==> src/rtl/uart_rx_pkg.sv <==
// Shared types and helpers for the UART receive output stage.
package uart_rx_pkg;

  // Per-frame error flags as reported by the receiver.
  typedef struct packed {
    logic perror;
    logic ferror;
  } rx_err_t;

  localparam rx_err_t RX_ERR_NONE = '{perror: 1'b0, ferror: 1'b0};

  // Width needed to hold an occupancy of 0..depth.
  function automatic int unsigned count_width(input int unsigned depth);
    return $clog2(depth + 1);
  endfunction

endpackage

==> src/rtl/uart_rx_fifo.sv <==
// First-word fall-through FIFO with registered occupancy, valid and full flags.
module uart_rx_fifo
  import uart_rx_pkg::*;
#(
  parameter int unsigned WIDTH = 8,
  parameter int unsigned DEPTH = 4,
  localparam int unsigned CNT_W = count_width(DEPTH)
) (
  input  logic             clk,
  input  logic             rst_n,
  input  logic             push,
  input  logic [WIDTH-1:0] push_data,
  input  logic             pop,
  output logic [WIDTH-1:0] head_data,
  output logic             valid,
  output logic             full,
  output logic [CNT_W-1:0] count
);

  localparam int unsigned PTR_W = $clog2(DEPTH);

  logic [WIDTH-1:0] mem [DEPTH];
  logic [PTR_W-1:0] wr_ptr;
  logic [PTR_W-1:0] rd_ptr;
  logic             push_en;
  logic             pop_en;
  logic [CNT_W-1:0] count_nxt;

  // Accept a push when space exists or the head leaves in the same cycle.
  always_comb begin
    pop_en    = pop & valid;
    push_en   = push & (~full | pop_en);
    count_nxt = count;
    if (push_en && !pop_en) begin
      count_nxt = count + CNT_W'(1);
    end else if (!push_en && pop_en) begin
      count_nxt = count - CNT_W'(1);
    end
  end

  // Pointers and occupancy flags; pointers wrap naturally at DEPTH.
  always_ff @(posedge clk or negedge rst_n) begin
    if (!rst_n) begin
      wr_ptr <= '0;
      rd_ptr <= '0;
      count  <= '0;
      valid  <= 1'b0;
      full   <= 1'b0;
    end else begin
      if (push_en) wr_ptr <= wr_ptr + PTR_W'(1);
      if (pop_en)  rd_ptr <= rd_ptr + PTR_W'(1);
      count <= count_nxt;
      valid <= (count_nxt != '0);
      full  <= (count_nxt == CNT_W'(DEPTH));
    end
  end

  // Storage array, cleared on reset so the head reads zero.
  always_ff @(posedge clk or negedge rst_n) begin
    if (!rst_n) begin
      for (int i = 0; i < DEPTH; i++) mem[i] <= '0;
    end else if (push_en) begin
      mem[wr_ptr] <= push_data;
    end
  end

  assign head_data = mem[rd_ptr];

endmodule

==> src/rtl/uart_rx_buffer.sv <==
// UART receive output stage: filters errored frames, buffers good ones behind
// a valid/ready handshake, and keeps saturating error counters plus a sticky
// overrun flag. Optional macro RX_KEEP_ERRORED_EN stores errored frames too and
// exposes their flags on Rx_ERR.
module uart_rx_buffer
  import uart_rx_pkg::*;
#(
  parameter int unsigned DATA_W = 8,
  parameter int unsigned DEPTH  = 4,
  parameter int unsigned CNT_W  = 8,
  localparam int unsigned COUNT_W = count_width(DEPTH)
) (
  input  logic               clk,
  input  logic               reset,
  input  logic [DATA_W-1:0]  Rx_data,
  input  logic               Rx_valid,
  input  logic               Rx_perror,
  input  logic               Rx_ferror,
  output logic [DATA_W-1:0]  Rx_DATA,
  output logic               Rx_VALID,
  input  logic               Rx_READY,
  output logic [COUNT_W-1:0] Rx_COUNT,
  output logic               Rx_OVERRUN,
  output logic [CNT_W-1:0]   Rx_PERR_CNT,
  output logic [CNT_W-1:0]   Rx_FERR_CNT,
  input  logic               Rx_CLEAR
`ifdef RX_KEEP_ERRORED_EN
  ,
  output rx_err_t            Rx_ERR
`endif
);

`ifdef RX_KEEP_ERRORED_EN
  localparam int unsigned PAYLOAD_W = DATA_W + 2;
`else
  localparam int unsigned PAYLOAD_W = DATA_W;
`endif

  localparam logic [CNT_W-1:0] CNT_MAX = '1;

  rx_err_t              err_in;
  logic                 push;
  logic                 pop;
  logic                 full;
  logic                 drop;
  logic [PAYLOAD_W-1:0] push_data;
  logic [PAYLOAD_W-1:0] head_data;

  // Frame filtering and handshake decode.
  always_comb begin
    err_in = '{perror: Rx_perror, ferror: Rx_ferror};
`ifdef RX_KEEP_ERRORED_EN
    push      = Rx_valid;
    push_data = {err_in, Rx_data};
`else
    push      = Rx_valid & (err_in == RX_ERR_NONE);
    push_data = Rx_data;
`endif
    pop  = Rx_VALID & Rx_READY;
    drop = push & full & ~pop;
  end

  uart_rx_fifo #(
    .WIDTH (PAYLOAD_W),
    .DEPTH (DEPTH)
  ) u_fifo (
    .clk       (clk),
    .rst_n     (reset),
    .push      (push),
    .push_data (push_data),
    .pop       (pop),
    .head_data (head_data),
    .valid     (Rx_VALID),
    .full      (full),
    .count     (Rx_COUNT)
  );

`ifdef RX_KEEP_ERRORED_EN
  assign Rx_DATA = head_data[DATA_W-1:0];
  assign Rx_ERR  = rx_err_t'(head_data[DATA_W +: 2]);
`else
  assign Rx_DATA = head_data;
`endif

  // Sticky overrun and saturating error counters; clear wins over new events.
  always_ff @(posedge clk or negedge reset) begin
    if (!reset) begin
      Rx_OVERRUN  <= 1'b0;
      Rx_PERR_CNT <= '0;
      Rx_FERR_CNT <= '0;
    end else if (Rx_CLEAR) begin
      Rx_OVERRUN  <= 1'b0;
      Rx_PERR_CNT <= '0;
      Rx_FERR_CNT <= '0;
    end else begin
      if (drop) Rx_OVERRUN <= 1'b1;
      if (Rx_valid && Rx_perror && (Rx_PERR_CNT != CNT_MAX)) begin
        Rx_PERR_CNT <= Rx_PERR_CNT + CNT_W'(1);
      end
      if (Rx_valid && Rx_ferror && (Rx_FERR_CNT != CNT_MAX)) begin
        Rx_FERR_CNT <= Rx_FERR_CNT + CNT_W'(1);
      end
    end
  end

endmodule

==> config.mk <==
export PLATFORM = sky130hd
export DESIGN_NAME = uart_rx_buffer
export DESIGN_NICKNAME = d
export VERILOG_FILES = /design/src/rtl/uart_rx_pkg.sv /design/src/rtl/uart_rx_fifo.sv /design/src/rtl/uart_rx_buffer.sv
export SDC_FILE = /design/constraint.sdc
export NUM_CORES = 1
export LEC_CHECK = 0
export BUFFER_PORTS_ARGS = -buffer_cell sky130_fd_sc_hd__buf_2
export CORE_MARGIN = 5
export CORE_UTILIZATION = 40
export DETAILED_ROUTE_END_ITERATION = 8
export MAX_ROUTING_LAYER = met4
export PLACE_DENSITY = 0.71
export SYNTH_ARGS = -nofsm -noshare
export SYNTH_HDL_FRONTEND = slang
export SYNTH_SLANG_ARGS = --single-unit
==> constraint.sdc <==
create_clock -name clk -period 1.95 [get_ports clk]
set_clock_uncertainty 0.05 [all_clocks]
set_input_delay 0.0975 -clock clk [delete_from_list [all_inputs] [get_ports clk]]
set_output_delay 0.0975 -clock clk [all_outputs]
set_load 0.005 [all_outputs]
---- Word-level counts from Yosys, hierarchy flattened ----
Index checks and enable logic that the tools add are counted.
storage, ports and cells
  input port bits ......................... 15
  word-level logic and storage cells ...... 63
  flip-flop bits (word level) ............. 58
  output and inout bits ................... 29
operators by class
  reductions and logical operators ........ 14
  add/sub/neg operators ................... 6
  magnitude comparators ................... 3
  bitwise operators ....................... 11
  eq/ne operators ......................... 3
  multiplexer cells ....................... 14
operators with widths
  operator                                                                       number
  8-bit 2-to-1 mux                                                               7
  32-bit bitwise mux                                                             1
  8-bit by 1-bit adder with 8-bit output (second input constant)                 2
  8-bit binary-select mux with 2-bit select                                      1
  8-bit demux with 2-bit select                                                  1
  8-bit != test (second input constant)                                          2
  1-bit logical AND                                                              7
  1-bit AND                                                                      6
  3-bit greater-or-equal comparator (second input constant)                      2
  3-bit 2-to-1 mux                                                               2
  2-bit NOT with 3-bit output                                                    2
  2-bit nonzero test                                                             3
  2-bit by 1-bit adder with 2-bit output (second input constant)                 2
  3-bit by 1-bit adder with 3-bit output (second input constant)                 1
  3-bit equality test (second input constant)                                    1
  3-bit by 1-bit less-than comparator with 1-bit output (second input constant)  1
  3-bit nonzero test                                                             1
  3-bit by 1-bit subtractor with 3-bit output (second input constant)            1
  1-bit logical NOT                                                              2
  2-bit logical NOT                                                              1
  1-bit 2-to-1 mux                                                               2
  1-bit NOT                                                                      2
  1-bit OR                                                                       1

---- Depth between registers and ports, before layout ----
Gate-level depths: netlist of the first run.
  depth after elaboration ................. 9
  gate-level depth with buffers ........... 6
  mapped depth without buffers ............ 6

---- Modules after synthesis ----
Synthesis of the first run repeated with hierarchy kept, for this count alone.
unflattened totals
  cell total of the unflattened synthesis .. 213
  area, all modules ....................... 2,763.9 um^2
by module, submodules not included
  module          seq. area each (um^2)  area an instance (um^2)  cells an instance  times used
  uart_rx_fifo    1,026.0                1,873.0                  120                1
  uart_rx_buffer  425.4                  890.9                    93                 1

---- Worst setup path after synthesis of the first run ----
OpenSTA, ideal clock, no wires.
  path type ............................... reg-to-reg
  from .................................... register Rx_FERR_CNT[0]
  to ...................................... register Rx_FERR_CNT[7]
  data required time ...................... 1.775 ns
  clock period less this slack ............ 1.645 ns
  path buffers ............................ 0
  cell stages (with the launch flop) ...... 6
  arrival ................................. 1.470 ns
  library setup time ...................... 0.125 ns
  slack ................................... 0.305 ns
  cells stage by stage .................... dfrtp_1 > ha_1 > nand4_1 > o21bai_1 > nor4_1 > mux2_2
between the ends
  cells in the longest elaborated chain, start to end .. 3
  elaborated cells between the ends (all ways) .. 6
  those cells by class .................... add/sub: 1; eq/ne: 1; mux: 2; reduce/logical: 2
ends and longest elaborated chain
  element                                                                  line                                          RTL
  from (decl)                                                              uart_rx_buffer.sv:25                          output logic [CNT_W-1:0] Rx_FERR_CNT,
  from (signal assigned)                                                   uart_rx_buffer.sv:101                         Rx_FERR_CNT <= Rx_FERR_CNT + CNT_W'(1);
  8-bit by 1-bit adder with 8-bit output or 8-bit != test (tied branches)  uart_rx_buffer.sv:101, uart_rx_buffer.sv:100
  8-bit 2-to-1 mux or 1-bit logical AND (tied branches)                    uart_rx_buffer.sv:100                         if (Rx_valid && Rx_ferror && (Rx_FERR_CNT != CNT_MAX)) begin
  8-bit 2-to-1 mux or 2-bit nonzero test (tied branches)                   --
Several ways; a longest one is shown, not always the timed one. The select of a mux whose other input is x is not followed.
A chain may end at the register's enable or synchronous reset.

---- Worst setup path in the final report of the first run ----
Ends and elaborated chain as after synthesis.

==> results of run 1 <==
[flip-flops by register name, indices dropped and copies added, names as in the netlist]
name and flops:
Rx_PERR_CNT 8, u_fifo.rd_ptr 2, u_fifo.wr_ptr 2, Rx_OVERRUN 1, u_fifo.mem 32, u_fifo.full 1
u_fifo.count 3, Rx_FERR_CNT 8, u_fifo.valid 1
[kinds of logic after synthesis]
logic type / Yosys count
flops: 58
simple gates: 57
mux: 44
compound gates: 27
xor+xnor: 13
buf+inv: 10
fa+ha+maj: 8
[routing by layer]
layer / up-vias / GRT usage (%) / wire, um
li1: 930 / - / -
met2: 47 / 23.70 / 2738
met3: 0 / 4.968 / 303
met4: 0 / 3.249 / 0
met1: 936 / 17.71 / 2537
met5: - / - / 0
[where the power goes]
part	switching, mW	internal (mW)
Combinational	0.570	0.866
Sequential	0.275	1.63
Clock	0.462	0.848
[worst max-delay path, delay by kind of cell, from the launching register on]
family	cells	cell delay, ns
DFF	1	0.43
and+or+nand+nor	2	0.41
muxes	1	0.38
adders and majority gates	1	0.25
AOI/OAI and AO/OA	1	0.20
[worst min-delay path by stage]
stage | cells after the start | endpoint | startpoint | slack [ns]
floorplan | 0 | Rx_FERR_CNT[0] | reset | -0.25
global placement | 1 | u_fifo.mem[28] | reset | 0.07
detailed placement | 1 | u_fifo.mem[28] | reset | 0.09
CTS | 3 | u_fifo.rd_ptr[1] | Rx_READY | 0.04
global route | 3 | u_fifo.rd_ptr[1] | Rx_READY | 0.07
finish | 3 | u_fifo.rd_ptr[1] | Rx_READY | 0.06
[cells in the mapped netlist (3+ instances only)]
cell                        n
sky130_fd_sc_hd__mux2_2    32
sky130_fd_sc_hd__xnor2_1    9
sky130_fd_sc_hd__nor3b_1    4
sky130_fd_sc_hd__mux2i_1    3
sky130_fd_sc_hd__ha_1       8
sky130_fd_sc_hd__dfrtp_1   58
sky130_fd_sc_hd__mux4_2     8
sky130_fd_sc_hd__o21ai_0    4
sky130_fd_sc_hd__nor2_1    18
sky130_fd_sc_hd__a211oi_1   3
sky130_fd_sc_hd__inv_1      6
sky130_fd_sc_hd__nand3_1    5
sky130_fd_sc_hd__nor2b_1    3
sky130_fd_sc_hd__o211ai_1   3
sky130_fd_sc_hd__clkbuf_1   3
sky130_fd_sc_hd__nand2_4    4
sky130_fd_sc_hd__xor2_1     4
sky130_fd_sc_hd__nand2_1    8
sky130_fd_sc_hd__and3_1     3
sky130_fd_sc_hd__a21oi_1    4
[area by class of cell]
type                    instances  area (um^2)
repair buffers                 56        347.8
multi-input cells             149         1309
fillers                       594         3309
inverters                       6        22.52
clock inverters                 5        102.6
flip-flops and latches         58         1451
well taps                      96        120.1
clock buffers                  11        131.4
[repair_timing]
| item | 4_1_cts | 5_1_grt |
|---|---|---|
| endpoints found under the hold margin | 52 | 0 |
| resized for setup | 0 | 0 |
| hold buffers | 9 | 0 |
[through the flow]
step | hold WS, ns | cells | area (um^2) | util [%]
floorplan | -0.2481 | 217 | 2799 | -
CTS | 0.04084 | 381 | 3485 | 51.29
finish | 0.05999 | 381 | 3485 | 51.29
global route | 0.06658 | 381 | 3485 | 51.29
detailed placement | 0.08793 | 356 | 3161 | 46.52
global placement | 0.07246 | 356 | 3161 | 46.52
==> flow_metrics.env, run 1 <==
export IMPL_yosys_area_share_xor_xnor_pct=4.068
export IMPL_grt_start_max_net_pins=36
export IMPL_clk_root_buffer_cell="sky130_fd_sc_hd__clkbuf_8"
export IMPL_syn_avg_cell_area_um2=12.90
export IMPL_ys_async_sr_fraction_pct=100.0
export IMPL_reg2reg_slack_ns=0.13
export IMPL_static_leakage_power_nw=1.644
export IMPL_maxCapViolations=0
export IMPL_number_of_flip_flops_and_latches_in_the_synthesized_netlist=58
export IMPL_path_cells="ha_1 -> nand4_1 -> o21bai_1 -> nor4_1 -> mux2_2"
export IMPL_synth_top_family_by_area="multiplexers"
export IMPL_numCtsBuffers=9
export IMPL_setup_slack_after_layout_ns=0.1300
export IMPL_initial_antenna_violation_count=0
export IMPL_avgRoutedWirePerCell_um=14.64
export IMPL_post_synth_main_area_contributors="sky130_fd_sc_hd__dfrtp_1 52%, sky130_fd_sc_hd__mux2_2 13%, sky130_fd_sc_hd__mux4_2 6.4%"
export IMPL_critical_path_reg2reg_endpoint="Rx_FERR_CNT[7]"
export IMPL_cell_row_count=30
export IMPL_fp_dieArea_um2=8770
export IMPL_vias=1913
export IMPL_number_of_distinct_library_cell_variants_in_the_gate_level_netlist_after_synthesis=41
export IMPL_netlist_area_leader_share_pct=51.86
export IMPL_cts_tree="yes"
export IMPL_critical_path_max_fanout=7
export IMPL_via_per_inst=5.021
export IMPL_clk_latency_ns=0.33
export IMPL_overall_global_routing_usage_pct=14.57
export IMPL_critical_path_required_ns=2.11
export IMPL_timing_critical_path_slowest_cell_delay_ns=0.43
export IMPL_nets=303
export IMPL_status="finished, final reports clean"
export IMPL_tightest_slew_margin_relative_to_the_limit_pct=60.50
export IMPL_cpMaxStageDelayCell="sky130_fd_sc_hd__dfrtp_1"
export IMPL_synth_area_leader_cell="sky130_fd_sc_hd__dfrtp_1"
export IMPL_synth_compound_area_share_pct=6.929
export IMPL_finalSetupTns_ns=0
export IMPL_synthMuxAreaShare_pct=20.79
export IMPL_postSynth_topFlopCell="sky130_fd_sc_hd__dfrtp_1"
export IMPL_worst_setup_path_end_kind="flop"
export IMPL_crit_start="Rx_FERR_CNT[0]"
export IMPL_worst_hold_path_type="in2reg"
export IMPL_share_of_the_clock_period_used_by_the_worst_path_after_layout_pct=93.34
export IMPL_final_hold_viol_count=0
export IMPL_htree_levels=3
export IMPL_power_per_cell_area_nw_per_um2=1333
export IMPL_synth_adder_area_share_pct=3.576
export IMPL_total_power_mw=4.646
export IMPL_overflow=0
export IMPL_portBuffers=43
export IMPL_post_cts_setup_buffers=0
export IMPL_crit_type="reg2reg"
export IMPL_yosysWarningCount=0
export IMPL_routed_wl_mm=5.578
export IMPL_postSynthCellCount=217
export IMPL_num_antenna_cells=0
export IMPL_fp_coreArea_um2=6794
export IMPL_setup_violations=0
export IMPL_detailedPlacementHpwl_mm=3.877
export IMPL_grt_pass1_wl_mm=9.597
export IMPL_num_io_pins=44
export IMPL_mostFrequentLayoutCell="sky130_fd_sc_hd__dfrtp_1"
export IMPL_drt_initial_drc_count=42
export IMPL_worst_setup_path_endpoint="Rx_FERR_CNT[7]"
export IMPL_worstReg2RegStart="Rx_FERR_CNT[0]"
export IMPL_grt_pass1_vias=2050
export IMPL_clk_pin_slew_worst_paths_ns=0.07
export IMPL_synth_edf_count=0
export IMPL_dieHeight_um=93.65
export IMPL_timing_critical_path_from_type="flop"
export IMPL_drive_above_1_share_pct=37.54
export IMPL_worst_endpoint_arrival_ns=1.98
export IMPL_floorplan_initialDensity_pct=41.20
export IMPL_grt_setup_unrepaired="false"
export IMPL_area_growth_pct=24.50
export IMPL_postRouteAntennaNets=0
export IMPL_maxSlewViolCount=0
export IMPL_post_place_ws_ns=0.1601
export IMPL_most_common_layout_cells="58 x sky130_fd_sc_hd__dfrtp_1, 43 x sky130_fd_sc_hd__buf_2, 32 x sky130_fd_sc_hd__mux2_2, 18 x sky130_fd_sc_hd__nor2_1"
export IMPL_gp_routability_congestion=0.8547
export IMPL_synth_simple_gate_area_share_pct=11.40
export IMPL_mappedNetlistNets=240
export IMPL_tightestPinTransition_ns=0.5925
export IMPL_cts_num_sinks=58
export IMPL_timing_reg2reg_worst_path_depth=5
export IMPL_final_period_minus_worst_setup_slack_ns=1.820
export IMPL_synth_seq_area_share_pct=51.86
export IMPL_clk_path_buf_depth=2
export IMPL_drt_drc_violations_left=0
export IMPL_chipWidth_um=93.65
export IMPL_fmax_ghz=0.5494
export IMPL_peakVddDrop_mv=0.4606
export IMPL_first_pass_iters=4
export IMPL_netlist_area_um2=2799
(Power assumes the default switching activity.)
==> run 2: changes to the inputs <==
- CTS_BUF_LIST: default -> sky130_fd_sc_hd__clkbuf_8 sky130_fd_sc_hd__clkbuf_16
==> flow_metrics.env, run 2 (synthesis results as in run 1) <==
export IMPL_status="finished, final reports clean"
export IMPL_final_hold_viol_count=0
export IMPL_cell_row_count=30
export IMPL_overflow=0
export IMPL_mostFrequentLayoutCell="sky130_fd_sc_hd__dfrtp_1"
export IMPL_htree_levels=3
export IMPL_timing_critical_path_slowest_cell_delay_ns=0.43
export IMPL_num_antenna_cells=0
export IMPL_worstReg2RegStart="Rx_FERR_CNT[0]"
export IMPL_avgRoutedWirePerCell_um=14.65
export IMPL_most_common_layout_cells="58 x sky130_fd_sc_hd__dfrtp_1, 43 x sky130_fd_sc_hd__buf_2, 32 x sky130_fd_sc_hd__mux2_2, 18 x sky130_fd_sc_hd__nor2_1"
export IMPL_setup_slack_after_layout_ns=0.1300
export IMPL_critical_path_required_ns=2.11
export IMPL_detailedPlacementHpwl_mm=3.877
export IMPL_fp_coreArea_um2=6794
export IMPL_drt_initial_drc_count=42
export IMPL_share_of_the_clock_period_used_by_the_worst_path_after_layout_pct=93.34
export IMPL_cts_num_sinks=58
export IMPL_maxCapViolations=0
export IMPL_crit_start="Rx_FERR_CNT[0]"
export IMPL_peakVddDrop_mv=0.4606
export IMPL_reg2reg_slack_ns=0.13
export IMPL_clk_path_buf_depth=2
export IMPL_final_core_utilization_pct=51.29
export IMPL_power_sequential_fraction_pct=41.0
export IMPL_grt_pass1_vias=2050
export IMPL_top_register="u_fifo.mem"
export IMPL_cpMaxStageDelayCell="sky130_fd_sc_hd__dfrtp_1"
export IMPL_vias=1913
export IMPL_setup_violations=0
export IMPL_multi_input_comb_area_um2=1309
export IMPL_clk_latency_ns=0.33
export IMPL_static_leakage_power_nw=1.652
export IMPL_worst_setup_path_endpoint="Rx_FERR_CNT[7]"
export IMPL_floorplan_initialDensity_pct=41.20
export IMPL_worst_endpoint_arrival_ns=1.98
export IMPL_postRouteAntennaNets=0
export IMPL_clk_root_buffer_cell="sky130_fd_sc_hd__clkbuf_8"
export IMPL_critical_path_reg2reg_endpoint="Rx_FERR_CNT[7]"
export IMPL_tightestPinTransition_ns=0.5925
export IMPL_crit_type="reg2reg"
export IMPL_total_power_mw=4.637
export IMPL_smallest_hold_slack_ns=0.05999
export IMPL_power_switching_mw=1.308
export IMPL_p_int_mw=3.329
export IMPL_dieHeight_um=93.65
export IMPL_worst_hold_path_type="in2reg"
export IMPL_via_per_inst=5.021
export IMPL_numCtsBuffers=9
export IMPL_worst_setup_path_end_kind="flop"
export IMPL_num_io_pins=44
export IMPL_timing_reg2reg_worst_path_depth=5
export IMPL_routed_wl_mm=5.580
export IMPL_grt_setup_unrepaired="false"
export IMPL_gp_routability_congestion=0.8547
export IMPL_initial_antenna_violation_count=0
export IMPL_power_clock_fraction_pct=28.0
export IMPL_nFillCells=594
export IMPL_chipWidth_um=93.65
export IMPL_drt_drc_violations_left=0
export IMPL_portBuffers=43
export IMPL_tightest_slew_margin_relative_to_the_limit_pct=60.50
export IMPL_largest_register_ff_count=32
export IMPL_clk_pin_slew_worst_paths_ns=0.07
export IMPL_nets=303
export IMPL_drive_above_1_share_pct=37.54
export IMPL_final_seq_area_um2=1451
export IMPL_overall_global_routing_usage_pct=14.57
export IMPL_power_per_cell_area_nw_per_um2=1331
export IMPL_first_pass_iters=4
export IMPL_post_place_ws_ns=0.1601
export IMPL_layout_top_registers="u_fifo.mem x32, Rx_FERR_CNT x8, Rx_PERR_CNT x8"
export IMPL_switching_share_pct=28.21
export IMPL_worstHoldStart="Rx_READY"
export IMPL_grt_pass1_wl_mm=9.597
export IMPL_post_cts_resize_count=0
export IMPL_timing_critical_path_from_type="flop"
export IMPL_grt_start_max_net_pins=36
export IMPL_fp_dieArea_um2=8770
export IMPL_area_growth_pct=24.50
export IMPL_cts_tree="yes"
export IMPL_share_of_total_power_in_combinational_logic_pct=31.0
export IMPL_final_period_minus_worst_setup_slack_ns=1.820
export IMPL_finalSetupTns_ns=0
export IMPL_critical_path_max_fanout=7
export IMPL_maxSlewViolCount=0
export IMPL_path_cells="ha_1 -> nand4_1 -> o21bai_1 -> nor4_1 -> mux2_2"
export IMPL_fmax_ghz=0.5494
==> run 2: cell types whose count changed in the layout (fill, tap and decap cells not counted) <==
cell                       change
sky130_fd_sc_hd__clkbuf_1      -2
sky130_fd_sc_hd__inv_1         +2
==> run 2: final cells by class <==
type	count	share of cell area, %
clock inverter	7	3.160
multi-input combinational	149	37.56
clock buffer	9	3.555
sequential	58	41.65
tap	96	3.447
timing repair buffer	56	9.982
inverter	6	0.6463
==> run 2: metal layers <==
metal  share of wire, %  track usage, %
met1                 45           17.71
met5                  0               -
met4                  0           3.249
met3                5.4           4.968
met2                 49           23.70
==> run 2: power by group through the flow <==
stage                     Sequential, mW  Clock, mW  Combinational (mW)
after floorplan                     1.82          0                1.05
after global placement              1.90          0                1.40
after detailed placement            1.92          0                1.45
after CTS                           1.90       1.34                1.46
after global routing                1.96       1.40                1.60
final                               1.90       1.30                1.44
==> run 2: repair_timing <==
item / CTS / global route
endpoints found under the hold margin: 52 / 0
endpoints found under the setup margin: 0 / 0
hold buffers: 9 / 0
setup buffers: 0 / 0
==> run 2: worst min path at each step <==
stage               depth (start not counted)          endpoint
global placement                            1    u_fifo.mem[28]
detailed placement                          1    u_fifo.mem[28]
global route                                3  u_fifo.rd_ptr[1]
finish                                      3  u_fifo.rd_ptr[1]
CTS                                         3  u_fifo.rd_ptr[1]
floorplan                                   0    Rx_FERR_CNT[0]
==> run 2: stage by stage <==
step	area [um^2]	cells
floorplan	2799	217
global placement	3161	356
detailed placement	3161	356
CTS	3485	381
global route	3485	381
finish	3485	381
==> run 2: worst max-delay path: cells and delay by family (launching register included) <==
family,cells,cell delay (ns)
DFF,1,0.43
and+or+nand+nor,2,0.41
muxes,1,0.38
adders and majority gates,1,0.25
AOI/OAI and AO/OA,1,0.20
